`src/rtl/mux_scan_serializer.sv`:
```
// mux_scan_serializer: accepts a word over valid/ready, drives it onto a
// 2**SEL_W:1 mux, steps the mux select through every position, streams each
// returned bit out with backpressure, reassembles the bits and flags mismatches.
// Ports:
//   clk, rst_n              clock, asynchronous active-low reset
//   in_valid/in_ready       upstream word handshake, in_data = word
//   mux_data, mux_select    drive the external mux; mux_out is its output
//   bit_valid/bit_ready     serial bit handshake; bit_data = mux_out
//   bit_last                current bit is the final one of the word
//   capture_word, mismatch  reassembled word and compare flag, held until next word
//   word_done               one-cycle pulse after the last bit is accepted
module mux_scan_serializer #(
    parameter int SEL_W = 4,
    parameter bit LSB_FIRST = 1'b1,
    localparam int DATA_W = 2 ** SEL_W
) (
    input  logic              clk,
    input  logic              rst_n,
    input  logic              in_valid,
    output logic              in_ready,
    input  logic [DATA_W-1:0] in_data,
    output logic [DATA_W-1:0] mux_data,
    output logic [SEL_W-1:0]  mux_select,
    input  logic              mux_out,
    output logic              bit_valid,
    input  logic              bit_ready,
    output logic              bit_data,
    output logic              bit_last,
    output logic [DATA_W-1:0] capture_word,
    output logic              word_done,
    output logic              mismatch
);
    typedef enum logic [1:0] {IDLE, SCAN, DONE} state_t;
    localparam logic [SEL_W-1:0] START = LSB_FIRST ? SEL_W'(0) : SEL_W'(DATA_W - 1);
    localparam logic [SEL_W-1:0] STOP  = LSB_FIRST ? SEL_W'(DATA_W - 1) : SEL_W'(0);
    state_t state;
    logic [DATA_W-1:0] capture_next;
    assign in_ready  = state == IDLE;
    assign bit_valid = state == SCAN;
    assign word_done = state == DONE;
    assign bit_data  = mux_out;
    assign bit_last  = bit_valid && mux_select == STOP;
    always_comb begin
        capture_next = capture_word;
        capture_next[mux_select] = mux_out;
    end
    // mismatch is resolved on the last-bit edge from the final captured value,
    // so it is already valid during the word_done cycle and then simply holds.
    always_ff @(posedge clk or negedge rst_n) begin
        if (!rst_n) begin
            state        <= IDLE;
            mux_data     <= '0;
            mux_select   <= START;
            capture_word <= '0;
            mismatch     <= 1'b0;
        end else begin
            case (state)
                IDLE: if (in_valid) begin
                    mux_data     <= in_data;
                    mux_select   <= START;
                    capture_word <= '0;
                    mismatch     <= 1'b0;
                    state        <= SCAN;
                end
                SCAN: if (bit_ready) begin
                    capture_word <= capture_next;
                    if (bit_last) begin
                        mismatch <= capture_next != mux_data;
                        state    <= DONE;
                    end else begin
                        mux_select <= LSB_FIRST ? mux_select + SEL_W'(1) : mux_select - SEL_W'(1);
                    end
                end
                default: state <= IDLE;
            endcase
        end
    end
endmodule

```
`config.mk`:
```
export PLATFORM = sky130hd
export DESIGN_NAME = mux_scan_serializer
export DESIGN_NICKNAME = d
export VERILOG_FILES = /design/src/rtl/mux_scan_serializer.sv
export SDC_FILE = /design/constraint.sdc
export NUM_CORES = 1
export LEC_CHECK = 0
export CAP_MARGIN = 20
export CORE_AREA = 2 2 80 82
export CTS_CLUSTER_DIAMETER = 200
export DETAILED_ROUTE_END_ITERATION = 10
export DIE_AREA = 0 0 82 84
export PLACE_DENSITY_LB_ADDON = 0.3
export SLEW_MARGIN = 20
export SYNTH_ARGS = -nofsm -noshare
export SYNTH_HDL_FRONTEND = slang
export SYNTH_SLANG_ARGS = --single-unit
```
`constraint.sdc`:
```
create_clock -name clk -period 2.2 [get_ports clk]
set_clock_uncertainty 0.15 [all_clocks]
set_input_delay 0.44 -clock clk [delete_from_list [all_inputs] [get_ports clk]]
set_output_delay 0.44 -clock clk [all_outputs]
set_load 0.02 [all_outputs]
```
-- Word-level counts from Yosys, hierarchy flattened
Cells that the tools add are included.
- bits in registers: 39
- bits in latches: 0
- bits in writable memories: 0
- ROM bits: 0
- input port bits: 21
- output and inout port bits: 42
- logic and storage cells: 43
- memories: 0
- add/subtract/negate cells: 1
- $mul: 0
- divide/modulo/power cells: 0
- magnitude comparators: 2
- equality and inequality tests: 8
- shift operators: 0
- multiplexer cells: 18
- bitwise operators: 0
- reduce and logical (&&, ||, !) cells: 9
- operator list (kind ; count):
    $mux W16 ; 2
    $pmux W16 S2 ; 1
    $bwmux W16 ; 1
    $ne A16 B16 Y1 ; 1
    $mux W4 ; 3
    $pmux W4 S2 ; 1
    $reduce_and A4 Y1 ; 2
    $mux W2 ; 3
    $reduce_and A3 Y1 ; 2
    $lt A4 B5 Y1 const B ; 1
    $add A4 B1 Y4 const B ; 1
    $demux W1 S4 ; 1
    $eq A4 B4 Y1 const B ; 1
    $ge A4 B1 Y1 const B ; 1
    $mux W1 ; 4
    $ne A2 B1 Y1 const B ; 2
    $ne A2 B2 Y1 const B ; 2
    $pmux W2 S2 ; 1
    $eq A2 B1 Y1 const B ; 1
    $eq A2 B2 Y1 const B ; 1
    $logic_and A1 B1 Y1 ; 2
    $logic_not A2 Y1 ; 1
    $pmux W1 S2 ; 1
    $reduce_and A2 Y1 ; 1
    $reduce_bool A2 Y1 ; 1

-- Longest topological paths before layout
Gate-level depths: netlist of the first run.
- depth in word-level cells: 9
- gate-level depth with buffers: 8
- mapped depth without buffers: 7

-- Least setup slack after synthesis of the first run
OpenSTA, ideal clock, no wires.
- path kind: register to register
- start point: register mux_select[0]
- end point: register mismatch
- library setup time: 0.136 ns
- arrival time: 1.820 ns
- data required time: 1.914 ns
- slack: 0.095 ns
- cell stages (with the launch flop): 9
- buffers on the path: 1
- period minus slack after synthesis: 2.105 ns
- path through: dfrtp_1 > inv_1 > ha_1 > buf_2 > or3b_4 > nand3b_1 > o221ai_1 > nor4_1 > a31oi_1
- word-level cells in the longest chain between the ends: 9
- elaborated cells on any way between the ends: 14
- classes of those cells: order compare (2); eq/ne (3); mux (6); reduce/logical (3)
- RTL lines (item ; line ; text):
    start, declared ; 23 ; output logic [SEL_W-1:0] mux_select,
    start signal, assigned ; 71 ; mux_select <= LSB_FIRST ? mux_select + SEL_W'(1) : mux_select - SEL_W'(1);
    $lt A4 B5 Y1 (not written as such) or $ge A4 B1 Y1 (tied branches) ; 45 ; capture_next[mux_select] = mux_out;
    $logic_and A1 B1 Y1 (not written as such) ; 45 ;
    $mux W1 (not written as such) ; 45 ;
    $demux W1 S4 ; 45 ;
    $bwmux W16 ; 45 ;
    $ne A16 B16 Y1 ; 68 ; mismatch <= capture_next != mux_data;
    $mux W1 ; 67 ; if (bit_last) begin
    $mux W1 ; 65 ; SCAN: if (bit_ready) begin
    $pmux W1 S2 ; 57 ; case (state)
    end signal, assigned ; 68 ;
    end, declared ; 31 ; output logic mismatch
Parallel ways exist; a longest one is shown, timed or not. The select of a mux whose other input is x is not followed.
A chain may end at the register's enable or synchronous reset.

-- Worst setup path in the final report of the first run
Same ends and word-level chain as after synthesis.

==> results of run 1 <==
[power groups by stage]
stage | Clock, uW | Combinational [uW] | Sequential [uW]
CTS | 459 | 2460 | 1320
detailed placement | 0 | 2410 | 1330
finish | 452 | 2500 | 1330
global placement | 0 | 2390 | 1320
floorplan | 0 | 1120 | 1550
global route | 497 | 2710 | 1380
[stage by stage]
stage | utilization [%] | power, uW | setup slack (ns) | instances
floorplan | - | 2672 | 0.09482 | 267
global placement | 51.05 | 3709 | -0.2296 | 407
detailed placement | 51.05 | 3735 | -0.2834 | 407
CTS | 52.71 | 4237 | 0.004711 | 414
global route | 53.33 | 4591 | -0.04152 | 415
finish | 53.33 | 4286 | 0.06799 | 415
[layer usage]
metal  global-route usage [%]  share of wire (%)
met1                    26.51                 44
met2                    32.00                 49
met3                    4.221                5.3
met4                    6.667                2.1
met5                        0                  0
[path summary, 6_finish.rpt]
path / end / cells past startpoint
max in group asynchronous: capture_word[8]$_DFFE_PN0P_ / 3
min in group asynchronous: capture_word[13]$_DFFE_PN0P_ / 2
hold reg to reg: capture_word[15]$_DFFE_PN0P_ / 2
setup reg to reg: mismatch$_DFFE_PN0P_ / 8
hold / removal: capture_word[15]$_DFFE_PN0P_ / 2
setup / recovery: mismatch$_DFFE_PN0P_ / 8
[final cells by class]
class	instances	area, sq um	area share, %
Clock buffer	6	72.57	2.232
Sequential cell	39	979.7	30.14
Inverter	9	33.78	1.039
Timing Repair Buffer	81	798.3	24.56
Multi-Input combinational cell	203	1270	39.07
Tap cell	77	96.34	2.964
[kinds of logic (layout without fill, tap and decap cells)]
group	Yosys count	in the layout	synth area share, %
simple gates	107	107	23.45
xor+xnor	14	14	5.283
mux	9	9	3.935
compound gates	68	68	17.41
flops	39	39	42.05
buf+inv	25	96	5.175
fa+ha+maj	5	5	2.695
[sequential cells by signal, summed over array words and instances (netlist names)]
| signal | flops |
|---|---|
| capture_word | 16 |
| mux_data | 16 |
| mux_select | 4 |
| state | 2 |
| mismatch | 1 |
[repair_timing]
| item | 4_1_cts | 5_1_grt |
|---|---|---|
| endpoints found under the setup margin | 3 | 3 |
| buffers inserted | 0 | 1 |
| endpoints found under the hold margin | 17 | 0 |
| pin swaps | 0 | 2 |
| hold buffers | 1 | 0 |
| gates resized for setup | 6 | 11 |
[cell usage after synthesis, types with 3 or more instances]
library cell   n
nand2_1       49
dfrtp_1       39
o21ai_0       38
a21oi_1       13
nand3b_1      11
nor2_1        11
nor2b_1       10
xor2_1        10
inv_1          8
mux2i_1        8
nand3_1        8
buf_2          6
clkbuf_1       6
ha_1           5
a32oi_1        4
nand4_1        4
xnor2_1        4
buf_4          3
[critical path, cell delays in order (launching register included)]
cell and delay [ns]:
dfrtp_2 0.46, inv_2 0.10, ha_2 0.24, buf_4 0.14, nand3_1 0.15, mux2i_1 0.22
nand4_1 0.12, nor4_1 0.29, a31oi_1 0.13
==> reports/qor.csv, run 1 <==
metric,value,unit
status,"finished, final reports clean",
clockBufferDepth,2,
fp.dieW,82,um
fin_nets,365,
cts_made_buffers,5,
gp_congestion,0.9645,
postRouteAntennaNets,0,
totalWireLength,6642,um
rsz0062_at_grt,yes,
htreeDepth,2,
clkTransAtPathRegs,0.07,ns
ys_seq_elements,39,
synthTopCellsByArea,"dfrtp_1, o21ai_0, nand2_1",
end_kind,flop,
wl_per_cell,16.00,um
setup_violations,0,
yosysTopAreaCellShare,42.05,%
netSwitchingFraction,44.76,%
drv_slew,0,
antenna_found_initial,0,
num_antenna_cells,0,
vias,2237,
final.setup.tns,0,ns
max-cap-violations,0,
synth_cell_types,41,
dieArea,6888,sq um
cp-startpoint,mux_select[0]$_DFFE_PN0P_,
r2r_slack,0.07,ns
coreArea,6096,sq um
pwr_density_cell,1319,nW/um^2
seqPwrFrac,31.1,%
timing.hold.ws,0.3664,ns
synth_edf_count,0,
rows,29,
finalWorstPathRequiredPeriod,2.132,ns
final-hold-violation-count,0,
start_util,38.07,%
drtPass1Iterations,4,
portBuffers,62,
max_slew_margin,51.83,%
area_growth,40.05,%
reg2reg_from,mux_select[0]$_DFFE_PN0P_,
gr-total-overflow,0,
ys.flop_type,dfrtp_1,
pwr-share-comb,58.4,%
mostFrequentLayoutCells,"clkdlybuf4s50_1, nand2_1, o21ai_0",
layout-drive-gt1-share,12.72,%
cts_tree,built,
clkPwrFrac,10.6,%
syn_nets,293,
ios,63,
hp-class,reg -> reg,
drtIter0Drc,245,
synth_cells,267,
syn_avg_cell_area,8.693,sq um
start_kind,flop,
vdd_ir_drop_max,553.5,uV
finalInstanceArea,3251,sq um
p_switching,1919,uW
drc,0,
criticalPathCategory,reg -> reg,
insertion_delay,0.29,ns
numClockSinks,39,
arrival,2.13,ns
synth_top_area_cell,dfrtp_1,
root_buffer,clkbuf_8,
grt_pass1_wl,10580,um
layout_commonest_cell,clkdlybuf4s50_1,
detailed_place.area,3112,sq um
path_max_fanout,6,
tightestPinTransition,0.7226,ns
fill_cells,583,
grt_start_max_net_pins,26,
finalCritPeriodShare,96.91,%
yosys_warnings,0,
clock.fmax,469.0,MHz
internal_power,2368,uW
power.leakage,0.001412,uW
holdCritStartpoint,capture_word[15]$_DFFE_PN0P_,
viasPerCell,5.390,
crit_required,2.20,ns
grt_pass1_vias,2193,
die_height,84,um
dp_hpwl,4617,um
synth-seq-area-share,42.05,%
grt_usage,19.99,%
syn_area,2321,sq um
async_reset_ff_share,100.0,%
Note: power is estimated with default switching activity, not from simulation.
==> run 2, diff against run 1 <==
--- a/config.mk
+++ b/config.mk
@@ -11,6 +11,7 @@
 export DETAILED_ROUTE_END_ITERATION = 10
 export DIE_AREA = 0 0 82 84
 export PLACE_DENSITY_LB_ADDON = 0.3
+export REMOVE_ABC_BUFFERS = 1
 export SLEW_MARGIN = 20
 export SYNTH_ARGS = -nofsm -noshare
 export SYNTH_HDL_FRONTEND = slang
==> run 2 against run 1 <==
Effect of this change: setup slack better by 0.018 ns; clock-buffer cell count is the same; clock power rose by 41%; final cell count rose by 0.24%; critical path depth is the same; combinational power grew 4%; sequential cell count unchanged; total power increased by 5.7%; register-to-register slack gained 0.02 ns; maximum frequency is 0.85% higher; die area stayed put; critical path type unchanged; critical endpoint unchanged; largest cell class unchanged; highest routed layer unchanged.
==> reports/qor.csv, run 2 (synthesis gave the netlist of run 1 again) <==
metric,value,unit,change
crit_required,2.23,ns,+0.03 ns
start_util,38.07,%,unchanged
timing.hold.ws,0.3806,ns,+0.01416 ns
grt.met1_usage,28.19,%,+1.7 points
gr-total-overflow,0,,unchanged
met3_usage,4.762,%,+0.54 points
drc,0,,unchanged
final-hold-violation-count,0,,unchanged
dp.cells,407,,unchanged
insertion_delay,0.30,ns,about the same
cpMaxStageDelayCell,dfrtp_2,,
rsz0062_at_grt,yes,,
holdCritStartpoint,capture_word[15]$_DFFE_PN0P_,,
final.setup.tns,0,ns,unchanged
totalWireLength,6668,um,+0.39%
max-cap-violations,0,,unchanged
path_max_fanout,7,,+1
ios,63,,unchanged
pwr_density_cell,1361,nW/um^2,+3.2%
criticalPathCategory,reg -> reg,,
grt_pass1_vias,2247,,+2.5%
vdd_ir_drop_max,517.1,uV,-6.6%
die_height,84,um,unchanged
final_cells,416,,+0.24%
mostFrequentLayoutCells,"clkdlybuf4s50_1, nand2_1, o21ai_0",,
final_util,54.60,%,+1.3 points
drv_slew,0,,unchanged
gp_congestion,0.8628,,-11%
finalWorstPathRequiredPeriod,2.114,ns,-0.01797 ns
setup_violations,0,,unchanged
grt.busiest_layer,met2,,
max_slew_margin,51.11,%,-0.72 points
root_buffer,clkbuf_8,,
layout_commonest_cell,clkdlybuf4s50_1,,
r2r_slack,0.09,ns,+0.02 ns
htreeDepth,2,,unchanged
fin_nets,364,,-0.27%
grt_usage,20.82,%,+0.83 points
cp-startpoint,mux_select[0]$_DFFE_PN0P_,,
dp_hpwl,4540,um,-1.7%
drtIter0Drc,145,,-41%
fp.dieW,82,um,unchanged
drtPass1Iterations,4,,unchanged
clockBufferDepth,2,,unchanged
portBuffers,62,,unchanged
grt_pass1_wl,11100,um,+4.9%
area_growth,43.40,%,
rows,29,,unchanged
finalCritPeriodShare,96.09,%,-0.82 points
tightestPinTransition,0.7333,ns,+0.01073 ns
crit_chain,buf_6 -> ha_1 -> buf_6 -> nor2b_1 -> o211ai_1 -> nand4_1 -> nor4_2 -> a31oi_1,,
clkTransAtPathRegs,0.08,ns,about the same
postRouteAntennaNets,0,,unchanged
status,"finished, final reports clean",,
num_antenna_cells,0,,unchanged
critical_path.max_stage_delay,0.45,ns,about the same
power.leakage,0.001437,uW,+1.7%
clock.fmax,473.0,MHz,+0.85%
crit_top_cell,buf_6,,
start_kind,flop,,
dieArea,6888,sq um,unchanged
cts_made_buffers,5,,unchanged
layout-drive-gt1-share,13.27,%,+0.55 points
post-cts-setup-buffers,0,,unchanged
detailed_place.area,3124,sq um,+0.40%
coreArea,6096,sq um,unchanged
wl_per_cell,16.03,um,+0.15%
antenna_found_initial,0,,unchanged
arrival,2.14,ns,about the same
vias,2271,,+1.5%
reg_top3,"capture_word: 16 flops, mux_data: 16 flops, mux_select: 4 flops",,
end_kind,flop,,
met2_usage,32.67,%,+0.67 points
hp-class,reg -> reg,,
viasPerCell,5.459,,+1.3%
grt_start_max_net_pins,28,,+7.7%
numClockSinks,39,,unchanged
finalInstanceArea,3328,sq um,+2.4%
reg2reg_from,mux_select[0]$_DFFE_PN0P_,,
cts_tree,built,,
## run 2: worst max-delay path: cells and delay by family, from the launching register on
kind,cells,cell delay (ns)
simple gates,3,0.60
flops,1,0.45
compound gates,2,0.30
buf+inv,2,0.28
fa+ha+maj,1,0.21
## run 2: final timing paths
check,endpoint,cells past startpoint
min in group asynchronous,mux_data[0]$_DFFE_PN0P_,2
min reg2reg,capture_word[15]$_DFFE_PN0P_,2
max,mismatch$_DFFE_PN0P_,8
min,capture_word[15]$_DFFE_PN0P_,2
max in group asynchronous,mux_select[1]$_DFFE_PN0P_,3
max reg2reg,mismatch$_DFFE_PN0P_,8
## run 2: power by group
group | switching, uW | leakage, uW | internal, uW
combinational | 1380 | 0.000875 | 1210
clock | 271 | 0.0000612 | 367
sequential | 312 | 0.000500 | 983
total | 1970 | 0.00144 | 2560
## run 2: layout make-up
type / instances / area [sq um]
Clock buffer: 6 / 82.58
Multi-Input combinational cell: 203 / 1281
Timing Repair Buffer: 80 / 815.8
Inverter: 9 / 38.79
Fill cell: 581 / 2768
Tap cell: 77 / 96.34
Clock inverter: 2 / 35.03
Sequential cell: 39 / 978.4
## run 2: through the flow
| stage | power, uW | worst slack (ns) |
|---|---|---|
| final | 4529 | 0.08596 |
| after global routing | 4848 | -0.009765 |
| after CTS | 4424 | 0.001775 |
| after detailed placement | 3756 | -0.3751 |
| after global placement | 3723 | -0.2456 |
| after floorplan | 2595 | 0.008840 |
## run 2: timing repair
action / 4_1_cts / 5_1_grt
pin swaps: 0 / 6
endpoints found under the setup margin: 8 / 3
resized for setup: 5 / 19
hold buffers: 1 / 0
hold endpoints to repair: 18 / 0
## run 2: per-layer routing
layer	part of all wire (%)	vias to the layer above
li1	-	1074
met5	0	-
met4	1.9	0
met2	48	82
met1	44	1103
met3	6.3	12
==> variant (flow settings as in run 2) <==
Set the parameter `LSB_FIRST` to 1'b0 (it was 1'b1).
--- a/src/rtl/mux_scan_serializer.sv
+++ b/src/rtl/mux_scan_serializer.sv
@@ -12,5 +12,5 @@
 module mux_scan_serializer #(
     parameter int SEL_W = 4,
-    parameter bit LSB_FIRST = 1'b1,
+    parameter bit LSB_FIRST = 1'b0,
     localparam int DATA_W = 2 ** SEL_W
 ) (
Formal check against the unedited RTL: not equivalent (a bounded check fails within 4 cycles, from zero or initial values and one cycle with rst_n low).
==> variant against run 2 <==
The flow now finishes with violations (DRC, setup timing). Routed wire length increased by 6.3%. Via count increased by 5.9%. Combinational power increased by 7.7%. Critical path type unchanged. Global-route usage increased by 0.15 points. Setup slack got worse by 0.22 ns. Total power increased by 0.54%. Area after synthesis decreased by 0.38%. Sequential cell count unchanged. Critical endpoint unchanged. Count of clock-buffer cells in the layout increased by 1. Design area increased by 5.2%. Clock power decreased by 26%. Critical path depth increased by 1.
==> variant: results (changes against run 2) <==
[clocking]
post_cts_buffers=1  ; +1

[layout]
n_clock_buffer=7  ; +1
num-fill-cells=541  ; -6.9%
nets=397  ; +9.1%
syn2layout_area_growth_pct=51.4
drive_above_1_share=0.209  ; +0.0764
seq_cells=39  ; unchanged
nNonClkBuffers=112  ; +40%
final-clk-cell-share=0.0232  ; -0.0121

[placed_design]
dp_cells=435  ; +6.9%
dp_slack_ns=-0.228  ; +0.147 ns

[power]
p_leak_uw=0.00158  ; +10%
intPower_uw=2570  ; +0.28%
swShare=0.436  ; +0.00143
p_clk_uw=471  ; -26%

[drt]
firstDrtPassIters=8  ; +4
drt_iter0_drc=222  ; +53%
drc=2  ; +2
viasPerCell=5.35  ; -2.1%

[synthesis]
synth_compound_area_frac=0.168  ; -0.00583
synthAdderAreaFrac=0.0216  ; -0.00531
synth_area_leaders=dfrtp_1 38%, nand2_1 9.9%, o21ai_0 7.8%, mux2i_1 5.2%, dfstp_2 4.5%
synth_xor_area_frac=0.00758  ; -0.0453
netlist_instances=269  ; +0.75%
syn_area_mm2=0.00231  ; -0.38%
synth_mux_area_frac=0.0568  ; +0.0175

[global_route]
grtUsageTotal=0.210  ; +0.00147

[sta]
setup_tns_ns=-0.138  ; -0.138 ns
fin_ws_ns=-0.138  ; -0.224 ns
setup_viol=1  ; +1

[status]
violations=DRC, setup timing
outcome=complete, but fails checks

[setup_path]
worst-path-max-fanout=3  ; -4
cp_slowest_stage_delay_ns=0.58  ; +0.13 ns

[variant: path summary, 6_finish.rpt]
| check | start | endpoint | slack, ns | cells past startpoint |
|---|---|---|---|---|
| worst max-delay path | mux_select[0] | mismatch | -0.14 | 9 |
| worst min-delay path | capture_word[0] | capture_word[0] | 0.35 | 2 |
| worst max register to register | mux_select[0] | mismatch | -0.14 | 9 |
| worst min register to register | capture_word[0] | capture_word[0] | 0.35 | 2 |
| max in group asynchronous | rst_n | mux_data[4] | 0.89 | 3 |
| min in group asynchronous | rst_n | capture_word[11] | 0.51 | 2 |
[variant: per-layer routing]
layer  part of all wire  track usage  routed length, um
met5                  0            0                  0
met3              0.053       0.0281                379
met4              0.015       0.0652                106
met2               0.48        0.325               3410
met1               0.45        0.300               3200
